[src/rtl/cnt_pkg.sv]
// Shared definitions for the up/down counter and the register-map blocks
// that drive its mode field.
//   mode_e : 2-bit overflow/underflow behaviour select.
//            MODE_RSVD (2'b11) behaves exactly like MODE_WRAP.
package cnt_pkg;

  typedef enum logic [1:0] {
    MODE_WRAP    = 2'b00,
    MODE_SAT     = 2'b01,
    MODE_ONESHOT = 2'b10,
    MODE_RSVD    = 2'b11
  } mode_e;

endpackage

[src/rtl/cnt_next_calc.sv]
// Combinational next-count calculation for updown_counter_mod.
// Ports:
//   i_count      current count
//   i_step       increment/decrement amount (zero-extended)
//   i_limit      upper bound of the legal range 0..limit
//   i_updwn      1 = up, 0 = down
//   i_mode       overflow mode (see cnt_pkg::mode_e)
//   o_next_count count to load if this cycle counts
//   o_ovf_evt    overflow event (up direction past limit)
//   o_udf_evt    underflow event (down direction below 0)
//   o_done_evt   one-shot termination
module cnt_next_calc
  import cnt_pkg::*;
#(
  parameter int unsigned WIDTH  = 32,
  parameter int unsigned STEP_W = 8
) (
  input  logic [WIDTH-1:0]  i_count,
  input  logic [STEP_W-1:0] i_step,
  input  logic [WIDTH-1:0]  i_limit,
  input  logic              i_updwn,
  input  logic [1:0]        i_mode,
  output logic [WIDTH-1:0]  o_next_count,
  output logic              o_ovf_evt,
  output logic              o_udf_evt,
  output logic              o_done_evt
);

  localparam int unsigned XW = WIDTH + 1;

  // One guard bit so count+step can never silently wrap.
  logic [XW-1:0]    w_count_x;
  logic [XW-1:0]    w_step_x;
  logic [XW-1:0]    w_limit_x;
  logic [XW-1:0]    w_sum;
  logic [WIDTH-1:0] w_diff;
  mode_e            w_mode;

  assign w_count_x = XW'(i_count);
  assign w_step_x  = XW'(i_step);
  assign w_limit_x = XW'(i_limit);
  assign w_sum     = w_count_x + w_step_x;
  assign w_diff    = i_count - w_step_x[WIDTH-1:0];
  assign w_mode    = mode_e'(i_mode);

  always_comb begin
    o_next_count = i_count;
    o_ovf_evt    = 1'b0;
    o_udf_evt    = 1'b0;
    o_done_evt   = 1'b0;

    if (i_count > i_limit) begin
      // Limit was lowered under the count: clamp to limit in either
      // direction; only the up direction reports it as an overflow.
      o_next_count = i_limit;
      o_ovf_evt    = i_updwn;
      o_done_evt   = i_updwn && (w_mode == MODE_ONESHOT);
    end else if (i_updwn) begin
      if (w_sum > w_limit_x) begin
        o_ovf_evt = 1'b1;
        case (w_mode)
          MODE_SAT:     o_next_count = i_limit;
          MODE_ONESHOT: begin
            o_next_count = i_limit;
            o_done_evt   = 1'b1;
          end
          default:      o_next_count = '0;
        endcase
      end else begin
        o_next_count = w_sum[WIDTH-1:0];
      end
    end else begin
      if (w_count_x >= w_step_x) begin
        o_next_count = w_diff;
      end else begin
        o_udf_evt = 1'b1;
        case (w_mode)
          MODE_SAT:     o_next_count = '0;
          MODE_ONESHOT: begin
            o_next_count = '0;
            o_done_evt   = 1'b1;
          end
          default:      o_next_count = i_limit;
        endcase
      end
    end
  end

endmodule

[src/rtl/updown_counter_mod.sv]
// Up/down counter with run-time limit, programmable step and
// wrap / saturate / one-shot overflow behaviour.
// Ports:
//   clk, areset        clock; asynchronous active-high reset
//   load, loaddata     synchronous load (clamped to limit)
//   en, updwn, step    count enable, direction, step size
//   limit              upper bound (range 0..limit)
//   mode               00 WRAP, 01 SAT, 10 ONESHOT, 11 WRAP
//   clr_flags          clears sticky ovf/udf (a same-cycle event wins)
//   count              registered count
//   tc                 one-cycle terminal-count pulse per event
//   ovf, udf           sticky overflow / underflow flags
//   done               one-shot finished; counting frozen until load/reset
module updown_counter_mod
  import cnt_pkg::*;
#(
  parameter int unsigned WIDTH  = 32,
  parameter int unsigned STEP_W = 8
) (
  input  logic              clk,
  input  logic              areset,
  input  logic              load,
  input  logic [WIDTH-1:0]  loaddata,
  input  logic              en,
  input  logic              updwn,
  input  logic [STEP_W-1:0] step,
  input  logic [WIDTH-1:0]  limit,
  input  logic [1:0]        mode,
  input  logic              clr_flags,
  output logic [WIDTH-1:0]  count,
  output logic              tc,
  output logic              ovf,
  output logic              udf,
  output logic              done
);

  logic [WIDTH-1:0] r_count;
  logic             r_tc;
  logic             r_ovf;
  logic             r_udf;
  logic             r_done;

  logic [WIDTH-1:0] w_next_count;
  logic             w_ovf_evt;
  logic             w_udf_evt;
  logic             w_done_evt;
  logic             w_active;
  logic             w_ovf_set;
  logic             w_udf_set;

  cnt_next_calc #(
    .WIDTH  (WIDTH),
    .STEP_W (STEP_W)
  ) u_next (
    .i_count      (r_count),
    .i_step       (step),
    .i_limit      (limit),
    .i_updwn      (updwn),
    .i_mode       (mode),
    .o_next_count (w_next_count),
    .o_ovf_evt    (w_ovf_evt),
    .o_udf_evt    (w_udf_evt),
    .o_done_evt   (w_done_evt)
  );

  // A counting edge happens only when not loading, not frozen and step != 0.
  assign w_active  = en && !load && !r_done && (step != '0);
  assign w_ovf_set = w_active && w_ovf_evt;
  assign w_udf_set = w_active && w_udf_evt;

  always_ff @(posedge clk or posedge areset) begin
    if (areset) begin
      r_count <= '0;
      r_tc    <= 1'b0;
      r_ovf   <= 1'b0;
      r_udf   <= 1'b0;
      r_done  <= 1'b0;
    end else begin
      r_tc <= 1'b0;
      if (load) begin
        r_count <= (loaddata > limit) ? limit : loaddata;
        r_done  <= 1'b0;
      end else if (w_active) begin
        r_count <= w_next_count;
        r_tc    <= w_ovf_evt || w_udf_evt;
        if (w_done_evt) r_done <= 1'b1;
      end
      r_ovf <= w_ovf_set || (r_ovf && !clr_flags);
      r_udf <= w_udf_set || (r_udf && !clr_flags);
    end
  end

  assign count = r_count;
  assign tc    = r_tc;
  assign ovf   = r_ovf;
  assign udf   = r_udf;
  assign done  = r_done;

endmodule

[config.mk]
export PLATFORM = sky130hd
export DESIGN_NAME = updown_counter_mod
export DESIGN_NICKNAME = d
export VERILOG_FILES = /design/src/rtl/cnt_pkg.sv /design/src/rtl/cnt_next_calc.sv /design/src/rtl/updown_counter_mod.sv
export SDC_FILE = /design/constraint.sdc
export NUM_CORES = 1
export LEC_CHECK = 0
export CORE_MARGIN = 5
export CORE_UTILIZATION = 30
export DETAILED_ROUTE_END_ITERATION = 16
export PLACE_DENSITY_LB_ADDON = 0.1
export SYNTH_ARGS = -nofsm -noshare
export SYNTH_HDL_FRONTEND = slang
export SYNTH_SLANG_ARGS = --single-unit
[constraint.sdc]
create_clock -name clk -period 8.6 [get_ports clk]
set_input_delay 2.15 -clock clk [delete_from_list [all_inputs] [get_ports clk]]
set_output_delay 2.15 -clock clk [all_outputs]
set_load 0.005 [all_outputs]
### Word level (Yosys, flattened, before mapping)

Index checks and enable logic that the tools add are counted.

* add/subtract/negate cells: 2
* $lt $le $gt $ge: 4
* eq/ne operators: 2
* mux-type cells: 25
* reduce and logical (&&, ||, !) cells: 19

Operators by type and width (count)
* $mux W32: 9
* $gt A32 B32 Y1: 2
* $add A32 B8 Y33: 1
* $gt A33 B32 Y1: 1
* $ge A32 B8 Y1: 1
* $sub A32 B8 Y32: 1
* $mux W1: 16
* $logic_and A1 B1 Y1: 8
* $reduce_bool A8 Y1: 1
* $reduce_bool A2 Y1: 2
* $logic_not A1 Y1: 3
* $logic_or A1 B1 Y1: 3
* $eq A2 B1 Y1 const B: 1
* $eq A2 B2 Y1 const B: 1
* $reduce_and A2 Y1: 1
* $reduce_or A2 Y1: 1

* register bits after elaboration: 36
* word-level logic and storage cells: 57

### Logic depth before layout (Yosys ltp)

Gate-level depths: netlist (run 1).

* word-level depth: 8
* depth in mapped cells: 20

### By module

A second synthesis (run 1) with hierarchy kept.

* cells, all modules: 941
* area total of the unflattened synthesis: 7355.8 µm²

By module, submodules not included
* cnt_next_calc: instances 1, cells each 589, area each 4150.2 µm²
* updown_counter_mod: instances 1, cells each 352, area each 3205.6 µm²

### Least setup slack after synthesis (run 1)

No wires, ideal clock.

* path kind: in2reg
* start point: in step[0]
* end point: reg r_count[5], in the netlist count[5]
* setup time: 0.087 ns
* arrival time: 6.408 ns
* path slack: 2.105 ns
* stages on the path: 20
* buffers on the path: 2
* path through: ha_1 > inv_1 > fa_1 > nor2_1 > o311a_1 > o211ai_1 > and2_1 > buf_2 > nor4_1 > xor2_1 > ha_1 > a21oi_1 > o21ai_0 > o221a_2 > a221oi_1 > o2111ai_1 > a2111oi_1 > clkbuf_1 > a2bb2oi_1 > o211ai_1

* longest elaborated chain between the ends: 7

RTL lines
* start, declared: RTL line updown_counter_mod.sv:26 `input logic [STEP_W-1:0] step,`
* $add A32 B8 Y33: RTL line cnt_next_calc.sv:42 `assign w_sum = w_count_x + w_step_x;`
* $gt A33 B32 Y1: RTL line cnt_next_calc.sv:59 `if (w_sum > w_limit_x) begin`
* $mux W32: RTL line cnt_next_calc.sv:59
* $mux W32: RTL line cnt_next_calc.sv:58 `end else if (i_updwn) begin`
* $mux W32: RTL line cnt_next_calc.sv:52 `if (i_count > i_limit) begin`
* $mux W32: RTL line updown_counter_mod.sv:83 `end else if (w_active) begin`
* $mux W32: RTL line updown_counter_mod.sv:80 `if (load) begin`
* end signal, assigned: RTL line updown_counter_mod.sv:81 `r_count <= (loaddata > limit) ? limit : loaddata;`
* end signal, assigned: RTL line updown_counter_mod.sv:84 `r_count <= w_next_count;`
* end, declared: RTL line updown_counter_mod.sv:37 `logic [WIDTH-1:0] r_count;`

Several ways; a longest one is shown, not always the timed one. The select of a mux whose other input is x is not followed.
A chain may end at the register's enable or synchronous reset.

### Worst setup path in the final report (run 1)

* start point: in step[1]
* end point: reg r_count[13], in the netlist count[13]

Same word-level chain as after synthesis.

==> results of run 1 <==
worst max path at each step:
stage | end | cells after the start
global placement | count[7] | 18
floorplan | count[5] | 20
global route | count[29] | 19
detailed placement | count[13] | 19
CTS | count[7] | 19
finish | count[13] | 18
registers in the layout (all words and copies together), names as in the netlist:
name and count:
tc 1, count 32, done 1, ovf 1, udf 1
stage by stage:
stage | hold WS, ns | instances | power, mW
2_1_floorplan | 0.521 | 898 | 0.990
3_3_place_gp | 0.532 | 1256 | 1.43
3_5_place_dp | 0.525 | 1256 | 1.42
4_1_cts | 0.545 | 1264 | 1.62
5_1_grt | 0.573 | 1264 | 1.75
6_report | 0.547 | 1264 | 1.63
layer usage:
metal / GRT usage [%] / vias up
li1: - / 3561
met1: 31.4 / 3541
met2: 36.9 / 333
met3: 4.67 / 70
met4: 7.25 / 0
met5: 0 / -
critical path: stages:
cell and delay (ns):
clkdlybuf4s50_1 0.58, inv_1 0.11, fa_1 0.47, nor2_1 0.17, o311a_1 0.21, o211ai_1 0.17, and2_1 0.38, nor4_1 0.49
xor2_1 0.22, ha_1 0.27, a21oi_1 0.12, o21ai_0 0.09, o221a_2 0.24, a221oi_1 0.33, o2111a_1 0.36, o31ai_1 0.13
nand2_1 0.72, o221ai_1 0.19
Yosys cell counts (12+ instances only):
library cell	count	area, um^2
ha_1	113	1410
inv_1	60	225
nand2_1	60	225
nor2_1	59	221
a21oi_1	57	285
nand3_1	37	185
clkbuf_1	36	135
dfrtp_1	36	901
nand4_1	33	206
nor3_1	31	155
xnor2_1	31	272
o21ai_0	30	150
xor2_1	20	175
a22oi_1	19	143
mux2_2	18	203
o211ai_1	18	135
a211oi_1	17	128
buf_2	13	65.1
a31oi_1	12	75.1
final cells by class:
| cell class | instances | area, um^2 | area share (%) |
|---|---|---|---|
| Multi-Input combinational cell | 744 | 5520 | 65.6 |
| Timing Repair Buffer | 130 | 1260 | 15.0 |
| Sequential cell | 36 | 901 | 10.7 |
| Tap cell | 285 | 357 | 4.24 |
| Inverter | 61 | 229 | 2.72 |
| Clock buffer | 8 | 146 | 1.74 |
cell families after synthesis:
| family | synth area share [%] |
|---|---|
| compound gates | 25.8 |
| xor+xnor | 6.49 |
| fa+ha+maj | 21.1 |
| buf+inv | 6.96 |
| flops | 13.1 |
| mux | 3.67 |
| simple gates | 22.8 |
power by group through the flow:
| stage | Combinational (mW) | Sequential [mW] | Clock, mW |
|---|---|---|---|
| 6_report | 1.09 | 0.345 | 0.200 |
| 5_1_grt | 1.19 | 0.353 | 0.211 |
| 4_1_cts | 1.08 | 0.342 | 0.202 |
| 3_5_place_dp | 1.07 | 0.345 | 0 |
| 3_3_place_gp | 1.08 | 0.348 | 0 |
| 2_1_floorplan | 0.726 | 0.264 | 0 |
==> results_dict.tcl, run 1 <==
set metrics [dict create \
    place_area_mm2 0.00827 \
    setup_total_neg_slack_ns 0 \
    async_s_r_ff_share_synth_pct 100 \
    met1_wirelength_um 13800 \
    grt_max_degree 40 \
    drive_above_1_share_pct 6.44 \
    power.static_leakage_nw 3.48 \
    root_buffer "clkbuf_16" \
    timing.critical_path.to_type "register" \
    die_width_um 161 \
    top_signal_layer_used "met4" \
    routed-wl-met3_um 2250 \
    cts_inserted_buffers 5 \
    drv_cap 0 \
    regToRegEndpoint "count[13]" \
    relSlewSlack_pct 20.8 \
    routed-via-count 7505 \
    syn_area_per_cell_um2 7.66 \
    synthesis.nets 1093 \
    vias_in_the_first_global_route 7495 \
    cts_hold_buffers 0 \
    share_clk_of_total_power_pct 12.2 \
    core-area_mm2 0.0226 \
    die_area_mm2 0.0261 \
    groute.usage.overall_pct 23.1 \
    average_via_count_per_standard_cell 5.94 \
    drc_errors 0 \
    seqPwrFrac_pct 21.1 \
    fin_ws_ns 1.32 \
    worst_slew_pin_slew_ns 1.18 \
    rsz_0062_raised_after_global_routing "no" \
    cts.clk_slew.worst_paths_ns 0.06 \
    hold_depth 1 \
    max_clock_freq_ghz 0.137 \
    synth_seq_cells 36 \
    antenna_found_initial 0 \
    post_cts.repair.setup_buffers 0 \
    post-dp-hpwl_um 23800 \
    power.combinational.fraction_pct 66.7 \
    finalMaxSlewViolations 0 \
    seq_area_frac_synth_pct 13.1 \
    first_pass_iters 6 \
    ff2ff_setup_slack_ns 3.01 \
    internal_power_uw 804 \
    n_fill_cell 2371 \
    power_per_cell_area_mw_per_mm2 194 \
    drt_first_iter_violations 569 \
    finish.utilization_pct 37.2 \
    placement_stage_worst_setup_slack_ns 1.18 \
    synth_cell_type_count 80 \
    worstPathRequired_ns 8.75 \
    antenna_violating_nets_post_route 0 \
    cts_max_path_buffers 2 \
    global_route_wire_length_before_repair_um 46700 \
    ys.flop_type "dfrtp_1" \
    r2r.worst_path.cells 15 \
    setup_violations 0 \
    synthesis.instances 898 \
    worst_setup_path_startpoint "step[1]" \
    hold_viol_final 0 \
    cts_max_level 2 \
    design.final.nets 1173 \
    cts_resized 0 \
    layout_commonest_cell "clkdlybuf4s50_1" \
    area.growth.synth_to_final_pct 22.2 \
    final_cell_area_mm2 0.00841 \
    start_kind "input port" \
    io_pins 116 \
    chipHeight_um 161 \
    timing.final.crit_share_pct 84.7 \
    cp_data_arrival_time_ns 7.43 \
    layout.cells.most_common_list "clkdlybuf4s50_1, ha_1, inv_1, nand2_1, nor2_1" \
    mappedNetlistArea_mm2 0.00688 \
    cts_sinks 36 \
    cts_tree "yes" \
    p_switching_uw 830 \
    clock-skew-final_ns 0.00341 \
    sw_frac_of_total_pct 50.8 \
    antenna_cells 0 \
    hold_path_class "reg2reg" \
    peakVddDrop_mv 0.0812 \
    worstReg2RegStart "count[8]" \
    floorplan.initialDensity_pct 30.4 \
    hold_path_start "done" \
    number_of_core_rows 55 \
    yosys_warnings 0 \
    finalWeightedCongestion 0.987 \
    period_needed_ns 7.28 \
    wl_per_cell_um 24.5 \
    portBuffers 115 \
    wl_um 31000 \
    hold_path_end "done" \
    gr-total-overflow 0 \
    routed-wl-met2_um 13900 \
    clock_insertion_delay_at_the_later_pin_of_the_skew_report_ns 0.30 \
    critPathMaxFanout 16 \
    synth_edf_count 0 \
    run_status "completed" \
    timing.setup.critical_path_class "in2reg" \
]
Power figures use the tool's default switching activity.
==> run 2: changes to the inputs <==
==> constraint.sdc (replaced) <==
create_clock -name clk -period 7.2 [get_ports clk]
set_input_delay 1.8 -clock clk [delete_from_list [all_inputs] [get_ports clk]]
set_output_delay 1.8 -clock clk [all_outputs]
set_load 0.005 [all_outputs]
==> results_dict.tcl, run 2 (synthesized netlist as in run 1, its figures left out) <==
set metrics [dict create \
    run_status "completed" \
    power_per_cell_area_mw_per_mm2 231 \
    finalMaxSlewViolations 0 \
    worstPathRequired_ns 7.44 \
    cts_hold_buffers 0 \
    layout.cells.most_common_list "clkdlybuf4s50_1, ha_1, inv_1, nand2_1, nor2_1" \
    drt_first_iter_violations 525 \
    antenna_violating_nets_post_route 0 \
    largest_stage_delay_on_the_critical_path_ns 0.53 \
    clock_insertion_delay_at_the_later_pin_of_the_skew_report_ns 0.30 \
    cts.clk_slew.worst_paths_ns 0.06 \
    drv_cap 0 \
    io_pins 116 \
    critical-path-slowest-cell "clkdlybuf4s50_1" \
    vias_in_the_first_global_route 7504 \
    cts_sinks 36 \
    root_buffer "clkbuf_16" \
    critPathMaxFanout 8 \
    cts_resized 0 \
    final_cell_area_mm2 0.00853 \
    portBuffers 115 \
    cts_tree "yes" \
    design.final.nets 1189 \
    placement_stage_worst_setup_slack_ns 0.238 \
    cts_inserted_buffers 5 \
    area.sequential_um2 901 \
    number_of_core_rows 55 \
    power.static_leakage_nw 3.56 \
    clock-skew-final_ns 0.00704 \
    period_needed_ns 6.72 \
    setup_violations 0 \
    fin_ws_ns 0.477 \
    die_area_mm2 0.0261 \
    die_width_um 161 \
    antenna_found_initial 0 \
    wl_per_cell_um 24.6 \
    core-area_mm2 0.0226 \
    max_clock_freq_ghz 0.149 \
    timing.final.crit_share_pct 93.4 \
    finish.utilization_pct 37.7 \
    chipHeight_um 161 \
    timing.critical_path.to_type "register" \
    layout_commonest_cell "clkdlybuf4s50_1" \
    hold_path_class "reg2reg" \
    drc_errors 0 \
    area.growth.synth_to_final_pct 23.9 \
    setup_total_neg_slack_ns 0 \
    post_cts.repair.setup_buffers 0 \
    drive_above_1_share_pct 7.94 \
    n_fill_cell 2379 \
    crit_chain "clkdlybuf4s50_1 > ha_1 > inv_1 > fa_1 > nor2_1 > o311a_1 > o211ai_1 > and2_1 > nor4_1 > xor2_1 > ha_1 > nand4_1 > nor3_1 > nor3b_1 > mux2_2 > o21ai_0 > a2111oi_2 > buf_4 > a221o_1 > a211o_1" \
    cp_data_arrival_time_ns 6.97 \
    groute.usage.overall_pct 23.3 \
    start_kind "input port" \
    peakVddDrop_mv 0.0923 \
    floorplan.initialDensity_pct 30.4 \
    gr-total-overflow 0 \
    hold_viol_final 0 \
    global_route_wire_length_before_repair_um 46800 \
    post-dp-hpwl_um 24700 \
    relSlewSlack_pct 26.1 \
    rsz_0062_raised_after_global_routing "no" \
    first_pass_iters 5 \
    worst_path_most_repeated_cell "ha_1" \
    timing.setup.critical_path_class "in2reg" \
    place_area_mm2 0.00838 \
    crit_buf_inv 3 \
    multiInputGateArea_mm2 0.00551 \
    wl_um 31500 \
    cts_max_level 2 \
    crit_family "simple AND/OR/NAND/NOR gates" \
    worst_slew_pin_slew_ns 1.10 \
    average_via_count_per_standard_cell 5.94 \
    cts_max_path_buffers 2 \
    fin_total_pwr_mw 1.97 \
    routed-via-count 7614 \
    grt_max_degree 40 \
    number_of_flip_flops_in_the_largest_register 32 \
    finalWeightedCongestion 0.984 \
]
-- run 2: cell count changes in the layout (fill, tap and decap cells not counted) --
cell / delta
diode_2: +1
buf_4: +16
nor2_4: -1
nor2_2: +1
-- run 2: power breakdown --
group,leakage [nW],total (mW),internal (mW),switching (mW)
registers,0.436,0.415,0.252,0.163
logic,3.05,1.32,0.584,0.736
clock network,0.0712,0.238,0.139,0.0994
-- run 2: cell type report --
type                            instances  share of cell area (%)
Clock buffer                            8                    1.72
Inverter                               61                    2.68
Multi-Input combinational cell        744                    64.6
Antenna cell                            1                  0.0293
Tap cell                              285                    4.18
Sequential cell                        36                    10.6
Timing Repair Buffer                  146                    16.2
-- run 2: worst register-to-register path, cell delays in order, from the launching register on --
cell and delay [ns]:
dfrtp_1 0.67, nand4_1 0.55, nor3_1 0.81, o21ai_0 0.35, nand2_1 0.32, nand3_1 0.13
xnor2_1 0.17, ha_1 0.31, nand4_1 0.15, nor3_1 0.34, nor3b_1 0.32, mux2_2 0.23
o21ai_0 0.23, a2111oi_2 0.48, buf_4 0.27, a221o_1 0.17, a211o_1 0.09
-- run 2: metrics by stage --
step,instances,hold slack (ns)
6_report,1281,0.536
5_1_grt,1280,0.578
4_1_cts,1280,0.543
3_5_place_dp,1272,0.533
3_3_place_gp,1272,0.535
2_1_floorplan,898,0.521
-- run 2: layer usage --
metal  track usage, %  share of wire [%]  vias to the layer above
met4             10.0                4.2                        0
li1                 -                  -                     3607
met3             4.18                7.2                       75
met1             31.9                 45                     3606
met2             36.0                 44                      326
met5                0                  0                        -
-- run 2: path summary, 6_finish.rpt --
path | from | end | slack (ns) | cells past startpoint
hold / removal | udf | udf | 0.54 | 2
setup / recovery | step[0] | count[3] | 0.48 | 20
hold reg to reg | udf | udf | 0.54 | 2
max in group asynchronous | areset | count[14] | 4.87 | 3
setup reg to reg | count[8] | count[3] | 1.54 | 16
min in group asynchronous | areset | tc | 1.95 | 3
==> run 3: changes to the inputs <==
--- a/config.mk
+++ b/config.mk
@@ -7,6 +7,7 @@
 export LEC_CHECK = 0
 export CORE_MARGIN = 5
 export CORE_UTILIZATION = 30
+export CTS_CLUSTER_DIAMETER = 60
 export DETAILED_ROUTE_END_ITERATION = 16
 export PLACE_DENSITY_LB_ADDON = 0.1
 export SYNTH_ARGS = -nofsm -noshare
==> results of run 3 <==
The final DEF is identical to that of run 2; final timing and power are the same.
